==> src/rtl/fme_mv_cmp_pkg.sv <==
// Shared definitions for the FME cost-compare / fractional-MV writer:
// widths, FSM encoding, candidate offset table and buffer address mapping.
package fme_mv_cmp_pkg;

  localparam int FMV_WIDTH  = 10;
  localparam int COST_WIDTH = 16;
  localparam int MV_W       = 2 * FMV_WIDTH;

  typedef enum logic [1:0] {
    ST_IDLE = 2'd0,
    ST_HALF = 2'd1,
    ST_QUAR = 2'd2,
    ST_DONE = 2'd3
  } fme_state_e;

  // Horizontal unit offset of a candidate; indices 9..15 fall into the (0,0) default.
  function automatic logic [1:0] cand_dx(input logic [3:0] idx);
    case (idx)
      4'd1, 4'd4, 4'd6: cand_dx = 2'b11;
      4'd3, 4'd5, 4'd8: cand_dx = 2'b01;
      default:          cand_dx = 2'b00;
    endcase
  endfunction

  // Vertical unit offset of a candidate (negative = up).
  function automatic logic [1:0] cand_dy(input logic [3:0] idx);
    case (idx)
      4'd1, 4'd2, 4'd3: cand_dy = 2'b11;
      4'd6, 4'd7, 4'd8: cand_dy = 2'b01;
      default:          cand_dy = 2'b00;
    endcase
  endfunction

  // Sign-extend a unit offset to MV width and apply the pass step (2 half-pel, 1 quarter-pel).
  function automatic logic [FMV_WIDTH-1:0] off_scale(input logic [1:0] d, input logic half);
    logic [FMV_WIDTH-1:0] ext;
    ext = {{(FMV_WIDTH-2){d[1]}}, d};
    off_scale = half ? {ext[FMV_WIDTH-2:0], 1'b0} : ext;
  endfunction

  // Block index {cnt32,cnt16,cnt08} to raster buffer address {y2,y1,y0,x2,x1,x0}.
  function automatic logic [5:0] mv_addr(input logic [5:0] blk);
    mv_addr = {blk[5], blk[3], blk[1], blk[4], blk[2], blk[0]};
  endfunction

endpackage

==> src/rtl/fme_mv_buf_64.sv <==
// 64-entry MV store: async read for the quarter-pel base fetch, one write
// port for block commits and a registered read-first port for the MC fetch.
module fme_mv_buf_64
  import fme_mv_cmp_pkg::*;
(
  input  logic            clk,
  input  logic            rstn,
  input  logic            we,
  input  logic [5:0]      waddr,
  input  logic [MV_W-1:0] wdata,
  input  logic [5:0]      araddr,
  output logic [MV_W-1:0] ardata,
  input  logic            rden,
  input  logic [5:0]      rdaddr,
  output logic [MV_W-1:0] rdata
);

  logic [MV_W-1:0] mem_reg [64];
  logic [MV_W-1:0] rdata_reg;

  // Storage array; cleared on reset so a fresh sequence never sees stale MVs.
  always_ff @(posedge clk or negedge rstn) begin
    if (!rstn) begin
      for (int i = 0; i < 64; i++) mem_reg[i] <= '0;
    end else if (we) begin
      mem_reg[waddr] <= wdata;
    end
  end

  // Registered read port; sampling before the write lands gives read-first behaviour.
  always_ff @(posedge clk or negedge rstn) begin
    if (!rstn)     rdata_reg <= '0;
    else if (rden) rdata_reg <= mem_reg[rdaddr];
  end

  assign ardata = mem_reg[araddr];
  assign rdata  = rdata_reg;

endmodule

==> src/rtl/fme_mv_cmp.sv <==
// FME cost compare: tracks the minimum-cost candidate of each 8x8 block
// during a half- or quarter-pel pass and commits base + offset*step to the
// MV buffer; signals pass completion to the FME controller.
module fme_mv_cmp
  import fme_mv_cmp_pkg::*;
(
  input  logic                  clk,
  input  logic                  rstn,
  input  logic                  start_i,
  input  logic                  half_flag_i,
  input  logic [5:0]            blk_idx_i,
  input  logic [MV_W-1:0]       base_mv_i,
  input  logic                  cand_valid_i,
  input  logic [3:0]            cand_idx_i,
  input  logic [COST_WIDTH-1:0] cand_cost_i,
  input  logic                  mcif_mv_rden_i,
  input  logic [5:0]            mcif_mv_rdaddr_i,
  output logic [MV_W-1:0]       mcif_mv_data_o,
  output logic                  cost_done_o,
  output logic                  busy_o
);

  fme_state_e            state_reg;
  logic [6:0]            blk_cnt_reg;
  logic [3:0]            cand_cnt_reg;
  logic [COST_WIDTH-1:0] min_cost_reg;
  logic [3:0]            min_idx_reg;
  logic [5:0]            blk_reg;
  logic [MV_W-1:0]       base_reg;
  logic                  done_reg;
  logic                  busy_reg;

  logic                  is_half;
  logic                  cand_fire;
  logic                  first_cand;
  logic                  last_cand;
  logic                  take;
  logic [3:0]            idx_norm;
  logic [3:0]            win_idx;
  logic [5:0]            cur_blk;
  logic [MV_W-1:0]       cur_base;
  logic [MV_W-1:0]       buf_base;
  logic [FMV_WIDTH-1:0]  new_x;
  logic [FMV_WIDTH-1:0]  new_y;

  // Candidate datapath: pick the running winner including the current candidate.
  always_comb begin
    is_half    = (state_reg == ST_HALF);
    cand_fire  = cand_valid_i && ((state_reg == ST_HALF) || (state_reg == ST_QUAR));
    first_cand = (cand_cnt_reg == 4'd0);
    last_cand  = (cand_cnt_reg == 4'd8);
    idx_norm   = (cand_idx_i > 4'd8) ? 4'd0 : cand_idx_i;
    cur_blk    = first_cand ? blk_idx_i : blk_reg;
    cur_base   = base_reg;
    if (first_cand) cur_base = is_half ? base_mv_i : buf_base;
    take       = first_cand || (cand_cost_i < min_cost_reg);
    win_idx    = take ? idx_norm : min_idx_reg;
    new_x      = cur_base[MV_W-1:FMV_WIDTH] + off_scale(cand_dx(win_idx), is_half);
    new_y      = cur_base[FMV_WIDTH-1:0]    + off_scale(cand_dy(win_idx), is_half);
  end

  fme_mv_buf_64 u_buf (
    .clk    (clk),
    .rstn   (rstn),
    .we     (cand_fire && last_cand),
    .waddr  (mv_addr(cur_blk)),
    .wdata  ({new_x, new_y}),
    .araddr (mv_addr(blk_idx_i)),
    .ardata (buf_base),
    .rden   (mcif_mv_rden_i),
    .rdaddr (mcif_mv_rdaddr_i),
    .rdata  (mcif_mv_data_o)
  );

  // Pass FSM with per-block candidate tracking and registered busy/done flags.
  always_ff @(posedge clk or negedge rstn) begin
    if (!rstn) begin
      state_reg    <= ST_IDLE;
      blk_cnt_reg  <= '0;
      cand_cnt_reg <= '0;
      min_cost_reg <= '0;
      min_idx_reg  <= '0;
      blk_reg      <= '0;
      base_reg     <= '0;
      done_reg     <= 1'b0;
      busy_reg     <= 1'b0;
    end else begin
      case (state_reg)
        ST_IDLE: begin
          if (start_i) begin
            state_reg    <= half_flag_i ? ST_HALF : ST_QUAR;
            busy_reg     <= 1'b1;
            blk_cnt_reg  <= '0;
            cand_cnt_reg <= '0;
          end
        end
        ST_HALF, ST_QUAR: begin
          if (cand_fire) begin
            cand_cnt_reg <= last_cand ? 4'd0 : cand_cnt_reg + 4'd1;
            if (first_cand) begin
              blk_reg  <= blk_idx_i;
              base_reg <= cur_base;
            end
            if (take) begin
              min_cost_reg <= cand_cost_i;
              min_idx_reg  <= idx_norm;
            end
            if (last_cand) begin
              blk_cnt_reg <= blk_cnt_reg + 7'd1;
              if (blk_cnt_reg == 7'd63) begin
                state_reg <= ST_DONE;
                busy_reg  <= 1'b0;
                done_reg  <= 1'b1;
              end
            end
          end
        end
        default: begin
          state_reg <= ST_IDLE;
          done_reg  <= 1'b0;
        end
      endcase
    end
  end

  assign cost_done_o = done_reg;
  assign busy_o      = busy_reg;

endmodule

==> config.mk <==
export PLATFORM = sky130hd
export DESIGN_NAME = fme_mv_cmp
export DESIGN_NICKNAME = d
export VERILOG_FILES = /design/src/rtl/fme_mv_cmp_pkg.sv /design/src/rtl/fme_mv_buf_64.sv /design/src/rtl/fme_mv_cmp.sv
export SDC_FILE = /design/constraint.sdc
export NUM_CORES = 2
export LEC_CHECK = 0
export ABC_AREA = 1
export BUFFER_PORTS_ARGS = -buffer_cell sky130_fd_sc_hd__buf_4
export CAP_MARGIN = 0
export CELL_PAD_IN_SITES_DETAIL_PLACEMENT = 1
export CELL_PAD_IN_SITES_GLOBAL_PLACEMENT = 1
export CORE_MARGIN = 10
export CORE_UTILIZATION = 24
export CTS_BUF_LIST = sky130_fd_sc_hd__clkbuf_4
export DETAILED_ROUTE_END_ITERATION = 7
export PLACE_DENSITY = 0.51
export SYNTH_ARGS = -nofsm -noshare
export SYNTH_HDL_FRONTEND = slang
export SYNTH_SLANG_ARGS = --single-unit
==> constraint.sdc <==
create_clock -name clk -period 5.6 [get_ports clk]
set_clock_uncertainty 0.1 [all_clocks]
set_input_delay 1.68 -clock clk [delete_from_list [all_inputs] [get_ports clk]]
set_output_delay 1.68 -clock clk [all_outputs]
set_load 0.03 [all_outputs]
## Yosys cells after proc, flatten, opt, wreduce, memory -nomap -nowiden

Cells that the tools add are included.

- Flip-flop bits (word level): 1361
- Input bits: 58
- Output and inout port bits: 22
- Word-level logic and storage cells: 166

- Add/subtract/negate cells: 4
- Order comparisons: 6
- Eq/ne operators: 16
- Mux-type cells: 41
- Bitwise gates (word level): 4
- Reductions and logical operators: 21

Operators with widths:

| cell | number |
|---|---|
| bitwise mux 1280 bit | 1 |
| binary-select mux 20 bit (select 6 bit) | 2 |
| 2-to-1 mux 20 bit | 7 |
| demux 20 bit (select 6 bit) | 1 |
| greater-or-equal comparator 7 bit, second input constant | 3 |
| 2-to-1 mux 7 bit | 3 |
| inverter 6 -> 7 bit | 3 |
| adder 10 bit | 2 |
| 2-to-1 mux 4 bit | 5 |
| equality test 4 x 3 -> 1 bit, second input constant | 4 |
| less-than comparator 16 bit | 1 |
| 2-to-1 mux 2 bit | 7 |
| one-hot mux 7 bit (2 select lines) | 1 |
| one-hot mux 2 bit (2 select lines) | 3 |
| AND reduction 4 bit | 3 |
| OR reduction 3 bit | 4 |
| AND reduction 3 bit | 3 |
| equality test 4 x 2 -> 1 bit, second input constant | 2 |
| equality test 4 bit, second input constant | 2 |
| != test 2 bit, second input constant | 4 |
| one-hot mux 4 bit (2 select lines) | 1 |
| adder 7 x 1 -> 7 bit, second input constant | 1 |
| equality test 7 x 6 -> 1 bit, second input constant | 1 |
| less-than comparator 7 x 1 -> 1 bit, second input constant | 1 |
| 17 further kinds | 27 |

## Logic depth before layout (Yosys ltp)

- Word-level depth: 9
- Depth in mapped cells: 35
- Mapped depth without buffers: 34

## By module

Synthesis repeated with hierarchy kept, for this count alone.

- Cell total of the unflattened synthesis: 10615
- Area, all modules: 74750.4 um2

By module, submodules not included:

| module | instances | cells each | area each (um2) | sequential area each (um2) |
|---|---|---|---|---|
| fme_mv_buf_64 | 1 | 9999 | 70271.1 | 32531.2 |
| fme_mv_cmp | 1 | 616 | 4479.3 | 1526.5 |

## Worst setup path after synthesis

No wires, ideal clock.

- Path type: in2reg
- Start point: input blk_idx_i[2]
- End point: register u_buf.mem_reg[628] in the netlist's numbering
- Setup time: 0.134 ns
- Arrival: 5.635 ns
- Data required time: 5.366 ns
- Slack: -0.269 ns
- Stages: 29
- Buffers on the path: 7
- Cell sequence: buf_2 -> inv_2 -> buf_2 -> buf_2 -> buf_2 -> buf_2 -> clkbuf_1 -> o21ai_0 -> o22ai_1 -> o21ai_0 -> o221ai_1 -> o311ai_0 -> nand3_1 -> o211ai_1 -> nand2_1 -> ha_1 -> inv_1 -> fa_1 -> o21ai_0 -> a21oi_1 -> nor2_1 -> nor2_1 -> inv_1 -> a21oi_1 -> nor2_1 -> nor2_1 -> xor2_1 -> clkbuf_1 -> o21ai_0

- Longest elaborated chain between the ends: 8
- Elaborated cells on any way between the ends: 15
- Classes of those cells: add/sub (1); order compare (2); mux (9); bitwise (2); reduce/logical (1)

Ends and longest elaborated chain:

| what | line | source |
|---|---|---|
| start: declaration | fme_mv_cmp.sv:11 | `input logic [5:0] blk_idx_i,` |
| inverter 6 -> 7 bit (not written as such) | fme_mv_buf_64.sv:36 | `assign ardata = mem_reg[araddr];` |
| binary-select mux 20 bit (select 6 bit) | fme_mv_buf_64.sv:36 |  |
| 2-to-1 mux 20 bit (not written as such) (2 in series) | fme_mv_buf_64.sv:36 |  |
| 2-to-1 mux 20 bit (2 in series) | fme_mv_cmp.sv:55 | `if (first_cand) cur_base = is_half ? base_mv_i : buf_base;` |
| net cur_base[0] | fme_mv_cmp.sv:41 | `logic [MV_W-1:0] cur_base;` |
| adder 10 bit | fme_mv_cmp.sv:59 | `new_y = cur_base[FMV_WIDTH-1:0] + off_scale(cand_dy(win_idx), is_half);` |
| bitwise mux 1280 bit | fme_mv_buf_64.sv:26 | `mem_reg[waddr] <= wdata;` |
| end signal: indexed assignment | fme_mv_buf_64.sv:26 |  |
| end: declaration | fme_mv_buf_64.sv:18 | `logic [MV_W-1:0] mem_reg [64];` |

The timed path passes the listed nets, and every way through them passes these cells. The select of a mux whose other input is x is not followed.
A chain may end at the register's enable or synchronous reset.

## Final worst setup path

- Start point: input blk_idx_i[0]
- End point: register u_buf.mem_reg[1249] in the netlist's numbering

The elaborated chain is that of the path after synthesis.

==> flow_summary.ini <==
[cells_and_area]
stdcell_count = 14758
nNetsFinal = 10463
fillerInstances = 37411
largest_reg_flops = 1280
final_layout_size_suffix_gt1_share_pct = 14.84
synthToLayoutAreaGrowth_pct = 19.74

[setup_path]
critical_path_required_ns = 6.67
timing.critical_path.fanout_max = 30
path_buf_inv = 9
worst-setup-path-type = input port to flip-flop
start_kind = input port
worst_path_dominant_cell_family = compound AO/OA/AOI/OAI gates
cp_data_arrival_time_ns = 6.21
worst_path_most_repeated_cell = sky130_fd_sc_hd__o21ai_0
timing.critical_path.slowest_stage_cell = sky130_fd_sc_hd__ha_1
critPathMaxStageDelay_ns = 0.36
worst_setup_path_end_kind = flip-flop

[grt]
number_of_antenna_violations_at_the_first_check_in_global_routing = 26
maximum_number_of_pins_on_one_net_before_global_route_repair = 126
grt.overflow.total = 0
grt_first_pass_wirelength_mm = 569.4
gr-usage-all-layers_pct = 22.42
grt_pass1_vias = 82067

[clock_tree]
holdBufCountCts = 0
cts_htree_levels = 5
tritoncts_clock_tree = yes
clock_insertion_delay_worst_skew_ns = 1.37
clkSlewWorstSetupHoldPaths_ns = 0.06
clock-root-buffer = sky130_fd_sc_hd__clkbuf_4
clkSinkCount = 1361
cts-root-to-sink-buffers = 4
cts_made_buffers = 410

[sta]
worst_slew_pin_slew_ns = 1.056
finalCriticalPeriod_ns = 5.141
finalSetupViolCount = 0
totalNegativeSetupSlack_ns = 0
fmax_mhz = 194.5
slew_headroom_pct = 29.60
post-route-period-util_pct = 91.80
rsz0062_at_grt = false
final-max-slew-violation-count = 0
timing.final.hold_violations = 0

[synthesis]
synth_top_area_share_pct = 45.94
ys_async_sr_fraction_pct = 100.0
synth_enable_flop_cells = 0
most_numerous_cell_in_the_yosys_netlist = sky130_fd_sc_hd__o21ai_0
avgSynthCellArea_sq_um = 7.377
netlist_top_cells_area = sky130_fd_sc_hd__dfrtp_1 (46%), sky130_fd_sc_hd__o21ai_0 (16%), sky130_fd_sc_hd__nand2_1 (9.9%)
mappedNetlistArea_sq_um = 74130
yosysSeqAreaShare_pct = 45.94
synth_flop_cell = sky130_fd_sc_hd__dfrtp_1
synth.net_count = 10145
ys_warn_count = 0
postSynthRegisterBits = 1361
post-synth-top-area-cell = sky130_fd_sc_hd__dfrtp_1
synth_cells = 10049
commonest_cells_post_synth = sky130_fd_sc_hd__o21ai_0 (2,384), sky130_fd_sc_hd__nand2_1 (1,946), sky130_fd_sc_hd__nor2_1 (1,572)
yosys.cell_types.count = 50

[power]
vdd_drop_max_mv = 1.244
powerDensity_nw_per_um2 = 495.5
power.leakage_nw = 38.49

[die]
chip_width_microns = 575.8
die_height_microns = 575.8
rows = 204
io_pins = 80
initial_core_util_pct = 24.06
placeableCoreArea_sq_um = 308100
die_area_sq_um = 331500

[drt]
drtIter0Drc = 7026
drt_drc_violations_left = 1
post_drt_wl_per_cell_microns = 26.14
final_antenna_net_count = 0
detail_route.vias_per_cell = 5.358
route.vias.total = 79067
detailedRoute.firstPassIterationCount = 8
detail_route.wirelength_mm = 385.7

[placement]
place.gp.congestion = 0.8690
buffer_ports.inserted = 79
hpwl_mm = 255.9
place.detailed.instances = 14074

[run]
maxCapViolCount = 0

[run_status]
outcome = complete, but fails checks
failed_checks = design-rule violations

[worst_hold_path]
hp-class = input port to async pin
==> report_power, final <==
| group | total [mW] | switching [mW] | leakage, nW | internal [mW] |
|---|---|---|---|---|
| Sequential | 10.3 | 0.205 | 18.9 | 10.1 |
| Combinational | 24.0 | 17.1 | 16.7 | 6.90 |
| Clock | 9.61 | 4.85 | 2.88 | 4.76 |
==> routing by layer <==
| layer | vias up | GRT usage (%) | share of wire [%] |
|---|---|---|---|
| met5 | - | 0 | 0.029 |
| met4 | 16 | 9.049 | 4.2 |
| met3 | 715 | 3.346 | 5.8 |
| met2 | 2668 | 35.65 | 45 |
| met1 | 40420 | 30.49 | 45 |
| li1 | 35248 | - | - |
==> placed cells by master, fill, tap and decap left out, types with 115 or more instances in the layout <==
cell and instances:
sky130_fd_sc_hd__buf_12 150, sky130_fd_sc_hd__buf_4 663, sky130_fd_sc_hd__clkbuf_4 582, sky130_fd_sc_hd__dfrtp_1 1361, sky130_fd_sc_hd__inv_1 145, sky130_fd_sc_hd__nand2_1 1945, sky130_fd_sc_hd__nand3_1 450, sky130_fd_sc_hd__nor2_1 1572
sky130_fd_sc_hd__o21ai_0 2383, sky130_fd_sc_hd__o21ai_1 206, sky130_fd_sc_hd__o221ai_1 115, sky130_fd_sc_hd__o22ai_1 594
==> area by class of cell <==
type	count	area (sq um)	share of cell area, %
Multi-Input combinational cell	7579	35870	40.41
Sequential cell	1361	34060	38.37
Timing Repair Buffer	820	8093	9.117
Tap cell	4120	5155	5.807
Clock buffer	582	4369	4.922
Inverter	195	774.5	0.8725
Clock inverter	98	439.2	0.4947
Antenna cell	3	7.507	0.008457
==> repair_timing <==
item	CTS	global route
endpoints found under the hold margin	0	0
setup buffers	0	1
gates resized for setup	0	1
setup endpoints to repair	0	35
==> final timing paths <==
kind                            startpoint             endpoint  slack (ns)  cells after the start
max reg2reg                min_cost_reg[5]  u_buf.mem_reg[1249]        0.87                     33
min reg2reg                   base_reg[15]         base_reg[15]        0.39                      2
min in group clk              base_reg[15]         base_reg[15]        0.39                      2
min                                   rstn  u_buf.mem_reg[1081]        0.27                      1
max                           blk_idx_i[0]  u_buf.mem_reg[1249]        0.46                     30
max in group asynchronous             rstn   u_buf.mem_reg[975]        3.76                      2
==> stage by stage <==
| step | worst slack, ns | total power, mW | utilization (%) | instance area (sq um) | hold WS (ns) |
|---|---|---|---|---|---|
| finish | 0.4592 | 43.98 | 28.81 | 88770 | 0.2672 |
| global route | 0.05093 | 46.03 | 28.81 | 88760 | 0.2653 |
| CTS | 0.5085 | 44.28 | 28.81 | 88750 | 0.1485 |
| detailed placement | -0.9331 | 34.44 | 27.25 | 83940 | 0.3788 |
| global placement | -0.9909 | 34.42 | 27.25 | 83940 | 0.3694 |
| floorplan | 0.002235 | 19.65 | - | 74180 | 0.3444 |
==> logic make-up (layout without fill, tap and decap cells) <==
logic type / count (synthesis) / after routing / share of synthesized area, %
buffers and inverters: 1109 / 1695 / 5.924
adder cells (fa/ha/maj): 38 / 38 / 0.6616
AO/OA/AOI/OAI: 3443 / 3443 / 25.15
AND/OR/NAND/NOR: 4082 / 4082 / 22.09
other: 0 / 3 / 0
XOR/XNOR: 16 / 16 / 0.2296
flip-flops: 1361 / 1361 / 45.94
No activity file was read; power rests on OpenSTA's default activity.
